**src/rtl/regfile_writeback.sv**
```systemverilog
// Purpose: merges ALU and long-latency results onto the single register-file write port, with a busy scoreboard.
// Latency: ALU result -> WE3 in 1 cycle; long-latency handshake -> WE3 in 2 cycles or more.
// Backpressure: ll_ready drops when the FIFO holds DEPTH entries; the ALU path is never stalled.

// Small generic FIFO: ready depends only on the registered count, so there is no valid->ready path.
module regfile_writeback_fifo #(
   parameter int WIDTH = 37,
   parameter int DEPTH = 2
) (
   input  logic             clk,
   input  logic             rst,
   input  logic             push_vld,
   input  logic [WIDTH-1:0] push_dat,
   output logic             push_rdy,
   input  logic             pop_rdy,
   output logic             pop_vld,
   output logic [WIDTH-1:0] pop_dat
);
   localparam int PW = $clog2(DEPTH);
   localparam int CW = $clog2(DEPTH + 1);

   logic [WIDTH-1:0] mem [DEPTH];
   logic [PW-1:0]    wr_ptr;
   logic [PW-1:0]    rd_ptr;
   logic [CW-1:0]    count;
   logic             push;
   logic             pop;

   assign push_rdy = !rst && (count < CW'(DEPTH));
   assign pop_vld  = (count != '0);
   assign push     = push_vld && push_rdy;
   assign pop      = pop_rdy && pop_vld;
   assign pop_dat  = mem[rd_ptr];

   // Pointers wrap naturally because DEPTH is a power of two; count separates full from empty.
   always_ff @(posedge clk) begin
      if (rst) begin
         wr_ptr <= '0;
         rd_ptr <= '0;
         count  <= '0;
      end else begin
         if (push) wr_ptr <= wr_ptr + 1'b1;
         if (pop)  rd_ptr <= rd_ptr + 1'b1;
         count <= count + CW'(push) - CW'(pop);
      end
   end

   // Storage needs no reset; only entries covered by count are ever read.
   always_ff @(posedge clk) begin
      if (push) mem[wr_ptr] <= push_dat;
   end
endmodule

module regfile_writeback #(
   parameter int ADDRESS_WIDTH = 5,
   parameter int DATA_WIDTH    = 32,
   parameter int DEPTH         = 2
) (
   input  logic                     clk,
   input  logic                     rst,
   input  logic                     alu_valid,
   input  logic [ADDRESS_WIDTH-1:0] alu_rd,
   input  logic [DATA_WIDTH-1:0]    alu_data,
   input  logic                     ll_valid,
   output logic                     ll_ready,
   input  logic [ADDRESS_WIDTH-1:0] ll_rd,
   input  logic [DATA_WIDTH-1:0]    ll_data,
   input  logic                     issue_valid,
   input  logic [ADDRESS_WIDTH-1:0] issue_rd,
   input  logic [ADDRESS_WIDTH-1:0] AD1,
   input  logic [ADDRESS_WIDTH-1:0] AD2,
   output logic                     hazard1,
   output logic                     hazard2,
   output logic                     WE3,
   output logic [ADDRESS_WIDTH-1:0] AD3,
   output logic [DATA_WIDTH-1:0]    WD3
);
   localparam int NREG = 2 ** ADDRESS_WIDTH;

   typedef struct packed {
      logic [ADDRESS_WIDTH-1:0] rd;
      logic [DATA_WIDTH-1:0]    data;
   } ll_entry_t;

   ll_entry_t                    ll_in;
   ll_entry_t                    head;
   logic                         head_vld;
   logic                         head_pop;
   logic                         sel_vld;
   logic [ADDRESS_WIDTH-1:0]     sel_rd;
   logic [DATA_WIDTH-1:0]        sel_data;
   logic [NREG-1:0]              busy;
   logic [NREG-1:0]              busy_nxt;

   assign ll_in.rd   = ll_rd;
   assign ll_in.data = ll_data;

   regfile_writeback_fifo #(
      .WIDTH ($bits(ll_entry_t)),
      .DEPTH (DEPTH)
   ) u_ll_fifo (
      .clk      (clk),
      .rst      (rst),
      .push_vld (ll_valid),
      .push_dat (ll_in),
      .push_rdy (ll_ready),
      .pop_rdy  (!alu_valid),
      .pop_vld  (head_vld),
      .pop_dat  (head)
   );

   // ALU has strict priority; the FIFO head drains only in ALU bubbles.
   assign head_pop = !alu_valid && head_vld;
   assign sel_vld  = alu_valid || head_vld;
   assign sel_rd   = alu_valid ? alu_rd   : head.rd;
   assign sel_data = alu_valid ? alu_data : head.data;

   // Register the selected write; rd 0 still updates AD3/WD3 but never enables the write.
   always_ff @(posedge clk) begin
      if (rst) begin
         WE3 <= 1'b0;
         AD3 <= '0;
         WD3 <= '0;
      end else if (sel_vld) begin
         WE3 <= (sel_rd != '0);
         AD3 <= sel_rd;
         WD3 <= sel_data;
      end else begin
         WE3 <= 1'b0;
      end
   end

   // Scoreboard update: pop clears, a same-edge issue to the same rd wins, r0 is never busy.
   always_comb begin
      busy_nxt = busy;
      if (head_pop) busy_nxt[head.rd] = 1'b0;
      if (issue_valid && (issue_rd != '0)) busy_nxt[issue_rd] = 1'b1;
      busy_nxt[0] = 1'b0;
   end

   // Busy vector register; reset discards every outstanding mark.
   always_ff @(posedge clk) begin
      if (rst) busy <= '0;
      else     busy <= busy_nxt;
   end

   assign hazard1 = busy[AD1];
   assign hazard2 = busy[AD2];
endmodule

```
**config.mk**
```make
export PLATFORM = sky130hd
export DESIGN_NAME = regfile_writeback
export DESIGN_NICKNAME = d
export VERILOG_FILES = /design/src/rtl/regfile_writeback.sv
export SDC_FILE = /design/constraint.sdc
export NUM_CORES = 1
export LEC_CHECK = 0
export BUFFER_PORTS_ARGS = -buffer_cell sky130_fd_sc_hd__buf_4
export CAP_MARGIN = 20
export CORE_ASPECT_RATIO = 0.9
export CORE_UTILIZATION = 50
export CTS_CLUSTER_SIZE = 12
export DETAILED_ROUTE_END_ITERATION = 10
export PLACE_DENSITY_LB_ADDON = 0.25
export SLEW_MARGIN = 20
export SYNTH_ARGS = -nofsm -noshare
export SYNTH_HDL_FRONTEND = slang
export SYNTH_HIERARCHICAL = 1
export SYNTH_SLANG_ARGS = --single-unit
```
**constraint.sdc**
```tcl
create_clock -name clk -period 11.1 [get_ports clk]
set_input_delay 1.11 -clock clk [delete_from_list [all_inputs] [get_ports clk]]
set_output_delay 1.11 -clock clk [all_outputs]
set_load 0.05 [all_outputs]
```
==> results.sh <==
export IMPL_final_net_count=800
export IMPL_r2r_slack_ns=8.37
export IMPL_post_synth_main_area_contributors="edfxtp_1, dfxtp_1, mux2i_1"
export IMPL_yosys_register_bits=148
export IMPL_timing_critical_path_required_ns=9.99
export IMPL_numClockSinks=148
export IMPL_dpl_hpwl_um=10100
export IMPL_max_slew_margin_rel_pct=32.6
export IMPL_worstReg2RegStart="u_ll_fifo/count[1]$_SDFF_PP0_"
export IMPL_p_per_area_nw_per_um2=183
export IMPL_floorplan_io_pins=135
export IMPL_finalSetupViolCount=0
export IMPL_initial_core_util_pct=51.2
export IMPL_r2r_end="busy[26]$_SDFF_PP0_"
export IMPL_detail_route_wl_per_cell_um=17.0
export IMPL_hold_path_startpoint="busy[15]$_SDFF_PP0_"
export IMPL_critical_path_max_stage_delay_ns=0.49
export IMPL_worst_setup_path_type="input port to output pin"
export IMPL_synth_largest_area_cell="edfxtp_1"
export IMPL_yosys_cell_types_count=44
export IMPL_synth_compound_gate_area_share_pct=10.1
export IMPL_postRouteAntennaNets=0
export IMPL_drtIter0Drc=389
export IMPL_htree_num_levels=4
export IMPL_number_of_global_route_vias_before_repair=4721
export IMPL_met3RoutedLength_um=1240
export IMPL_instances_no_fill=882
export IMPL_yosys_area_top_type_share_pct=34.4
export IMPL_fillCellCount=978
export IMPL_syn_instance_count=583
export IMPL_post_route_min_period_ns=3.41
export IMPL_aggregate_global_routing_overflow=0
export IMPL_cellInternalPower_w=0.00108
export IMPL_power_switching_fraction_pct=27.1
export IMPL_ys_seq_area_share_pct=57.3
export IMPL_post_route_cells_drive_above_1_share_pct=29.4
export IMPL_clockBufferDepth=2
export IMPL_dp_cells=850
export IMPL_postSynth_topFlopCell="edfxtp_1"
export IMPL_synth_simple_gate_area_share_pct=12.4
export IMPL_worst_skew_pair_latency_ns=0.42
export IMPL_timing_final_crit_share_pct=30.8
export IMPL_cp_cell_sequence="buf_4 > mux4_2 > nand2b_1 > o211ai_1 > nand4_1 > buf_4"
export IMPL_antenna_cells_inserted=0
export IMPL_asyncSetResetFlopFracSynth_pct=0
export IMPL_fin_worst_skew_ns=0.00994
export IMPL_fin_total_pwr_w=0.00149
export IMPL_grt_use_total_pct=23.6
export IMPL_max_cap_violations=0
export IMPL_synth_fa_ha_area_share_pct=0.193
export IMPL_post_synth_top_count_cell="nor2_1"
export IMPL_share_clk_of_total_power_pct=38.6
export IMPL_met2_wirelength_um=7070
export IMPL_drt_vias_per_instance=5.44
export IMPL_cts_post_setup_buffers_inserted=0
export IMPL_tritoncts="done"
export IMPL_run_status="finished clean"
export IMPL_post_cts_resized_instances=0
export IMPL_finalHoldViolCount=0
export IMPL_synthesis_area_sq_um=6470
export IMPL_grt_antenna_before_repair=0
export IMPL_pwr_share_comb_pct=18.7
export IMPL_floorplan_die_area_sq_um=13400
export IMPL_route_vias_total=4798
export IMPL_transition_time_at_the_pin_with_the_least_slew_margin_ns=1.01
export IMPL_most_instantiated_cells_after_synthesis="nor2_1, a21oi_1, dfxtp_1, edfxtp_1, mux2i_1"
export IMPL_r2r_worst_path_cells=6
export IMPL_timing_hold_worst_class="flip-flop to flip-flop"
export IMPL_maximum_number_of_pins_on_one_net_before_global_route_repair=78
export IMPL_cts_buffers=17
export IMPL_drtPass1Iterations=5
export IMPL_mappedNetlistNets=678
export IMPL_chipWidth_um=122
export IMPL_synth_mux_area_fraction_pct=17.0
export IMPL_unrepaired_setup_endpoints_after_global_routing="no"
export IMPL_p_sw_w=0.000402
export IMPL_fp_row_count=39
export IMPL_synth_warning_count=6
export IMPL_detailed_routing_wirelength_on_met1_um=6510
export IMPL_clk_transition_reported_paths_ns=0.06
export IMPL_kind_of_cell_with_the_highest_combined_delay_on_the_critical_path="multiplexers"
export IMPL_chipHeight_um=110
export IMPL_synth_edff_count=74
export IMPL_worstHoldEndpoint="busy[15]$_SDFF_PP0_"
export IMPL_critPathSlowestCell="mux4_2"
export IMPL_setup_tns_final_ns=0
export IMPL_top_layer_used="met4"
export IMPL_worst_ir_drop_vdd_mv=0.143
export IMPL_min_path_cells=2
export IMPL_power_leakage_nw=3.13
export IMPL_power_share_sequential_pct=42.6
export IMPL_grt_pass1_wl_um=23600
export IMPL_routabilityCongestion=0.804
export IMPL_coreArea_sq_um=12600
export IMPL_timing_critical_path_fanout_max=7
export IMPL_maxSlewViolCount=0
export IMPL_clock_fmax_mhz=293
export IMPL_hold_buffer_count_at_cts=0
export IMPL_worst_endpoint_arrival_ns=2.30
export IMPL_cp_num_buf_inv=2
export IMPL_main_combinational_cell_family_by_area_after_synthesis="multiplexers"
export IMPL_worst_setup_path_end_kind="output pin"
export IMPL_cp_start_kind="input port"
export IMPL_ctsRootBufferMaster="clkbuf_16"
export IMPL_postSynthAreaPerCell_sq_um=11.1
export IMPL_postRouteWirelength_um=15000
export IMPL_port_buffers=134
export IMPL_area_overhead_of_the_layout_relative_to_synthesis_pct=25.8
export IMPL_post_route_drc_count=0
export IMPL_synth_xor_area_share_pct=0.271
export IMPL_crit_top_cell="buf_4"
[worst max path at each step]
stage           start                       endpoint  slack, ns  cells after the start
3_5_place_dp   AD2[0]                        hazard2       7.69                      6
4_1_cts        AD2[0]                        hazard2       7.69                      6
5_1_grt        AD1[0]                        hazard1       7.60                      6
6_report       AD2[0]                        hazard2       7.69                      6
2_1_floorplan     rst  u_ll_fifo/mem[0][0]$_DFFE_PP_       6.81                      2
3_3_place_gp   AD2[0]                        hazard2       7.67                      6
[registers in the layout, summed over array words and instances (netlist names), named ones only]
signal            count
u_ll_fifo/count       2
busy                 31
u_ll_fifo/wr_ptr      1
u_ll_fifo/mem        74
WE3                   1
AD3                   5
u_ll_fifo/rd_ptr      1
WD3                  32
[cell type report]
cell class | instances | area [sq um] | share of cell area [%]
inverters | 3 | 11.3 | 0.138
multi-input cells | 398 | 2590 | 31.8
clock inverters | 14 | 161 | 1.98
flip-flops and latches | 148 | 3700 | 45.5
clock buffers | 18 | 439 | 5.40
repair buffers | 137 | 1030 | 12.6
well taps | 164 | 205 | 2.52
[routing by layer]
layer  track usage [%]  up-vias
met5                 0        -
met4              8.02        0
met3              8.77       14
met2              37.7      174
met1              29.4     2256
li1                  -     2354
[cells in the final DEF (no fill, tap or decap), types with 6 or more instances in the layout]
cell type,synthesis,routed
buf_4,1,137
nor2_1,87,87
a21oi_1,75,75
edfxtp_1,74,74
dfxtp_1,74,73
mux2i_1,55,55
nand2_1,38,38
o21ai_0,33,33
mux2_2,30,30
clkbuf_16,0,17
nand3_1,10,10
nor2b_1,8,8
mux2_1,7,7
mux4_2,6,6
[power groups by stage]
stage	sequential (W)	clock (W)	combinational (W)
after global routing	0.000638	0.000604	0.000301
after floorplan	0.000678	0	0.000163
after CTS	0.000634	0.000583	0.000280
after global placement	0.000643	0	0.000274
after detailed placement	0.000645	0	0.000278
final	0.000633	0.000574	0.000278
[logic make-up after synthesis]
| group | after synthesis |
|---|---|
| AO/OA/AOI/OAI | 122 |
| buffers and inverters | 37 |
| adder cells (fa/ha/maj) | 1 |
| XOR/XNOR | 2 |
| multiplexers | 98 |
| flip-flops | 148 |
| AND/OR/NAND/NOR | 175 |
[through the flow]
stage / hold slack (ns) / worst slack (ns) / utilization, % / area, sq um
finish: 0.502 / 7.69 / 64.4 / 8140
global route: 0.527 / 7.60 / 64.4 / 8140
CTS: 0.500 / 7.69 / 64.4 / 8140
detailed placement: 0.492 / 7.69 / 59.7 / 7540
global placement: 0.484 / 7.67 / 59.7 / 7540
floorplan: 0.460 / 6.81 / - / 6470
[worst reg2reg max path: cells and delay by family (launching register included)]
family,cells,cell delay [ns]
AND/OR/NAND/NOR,3,1.18
flip-flops,1,0.51
buffers and inverters,1,0.48
AO/OA/AOI/OAI,2,0.41
No activity file was read; power rests on OpenSTA's default activity.
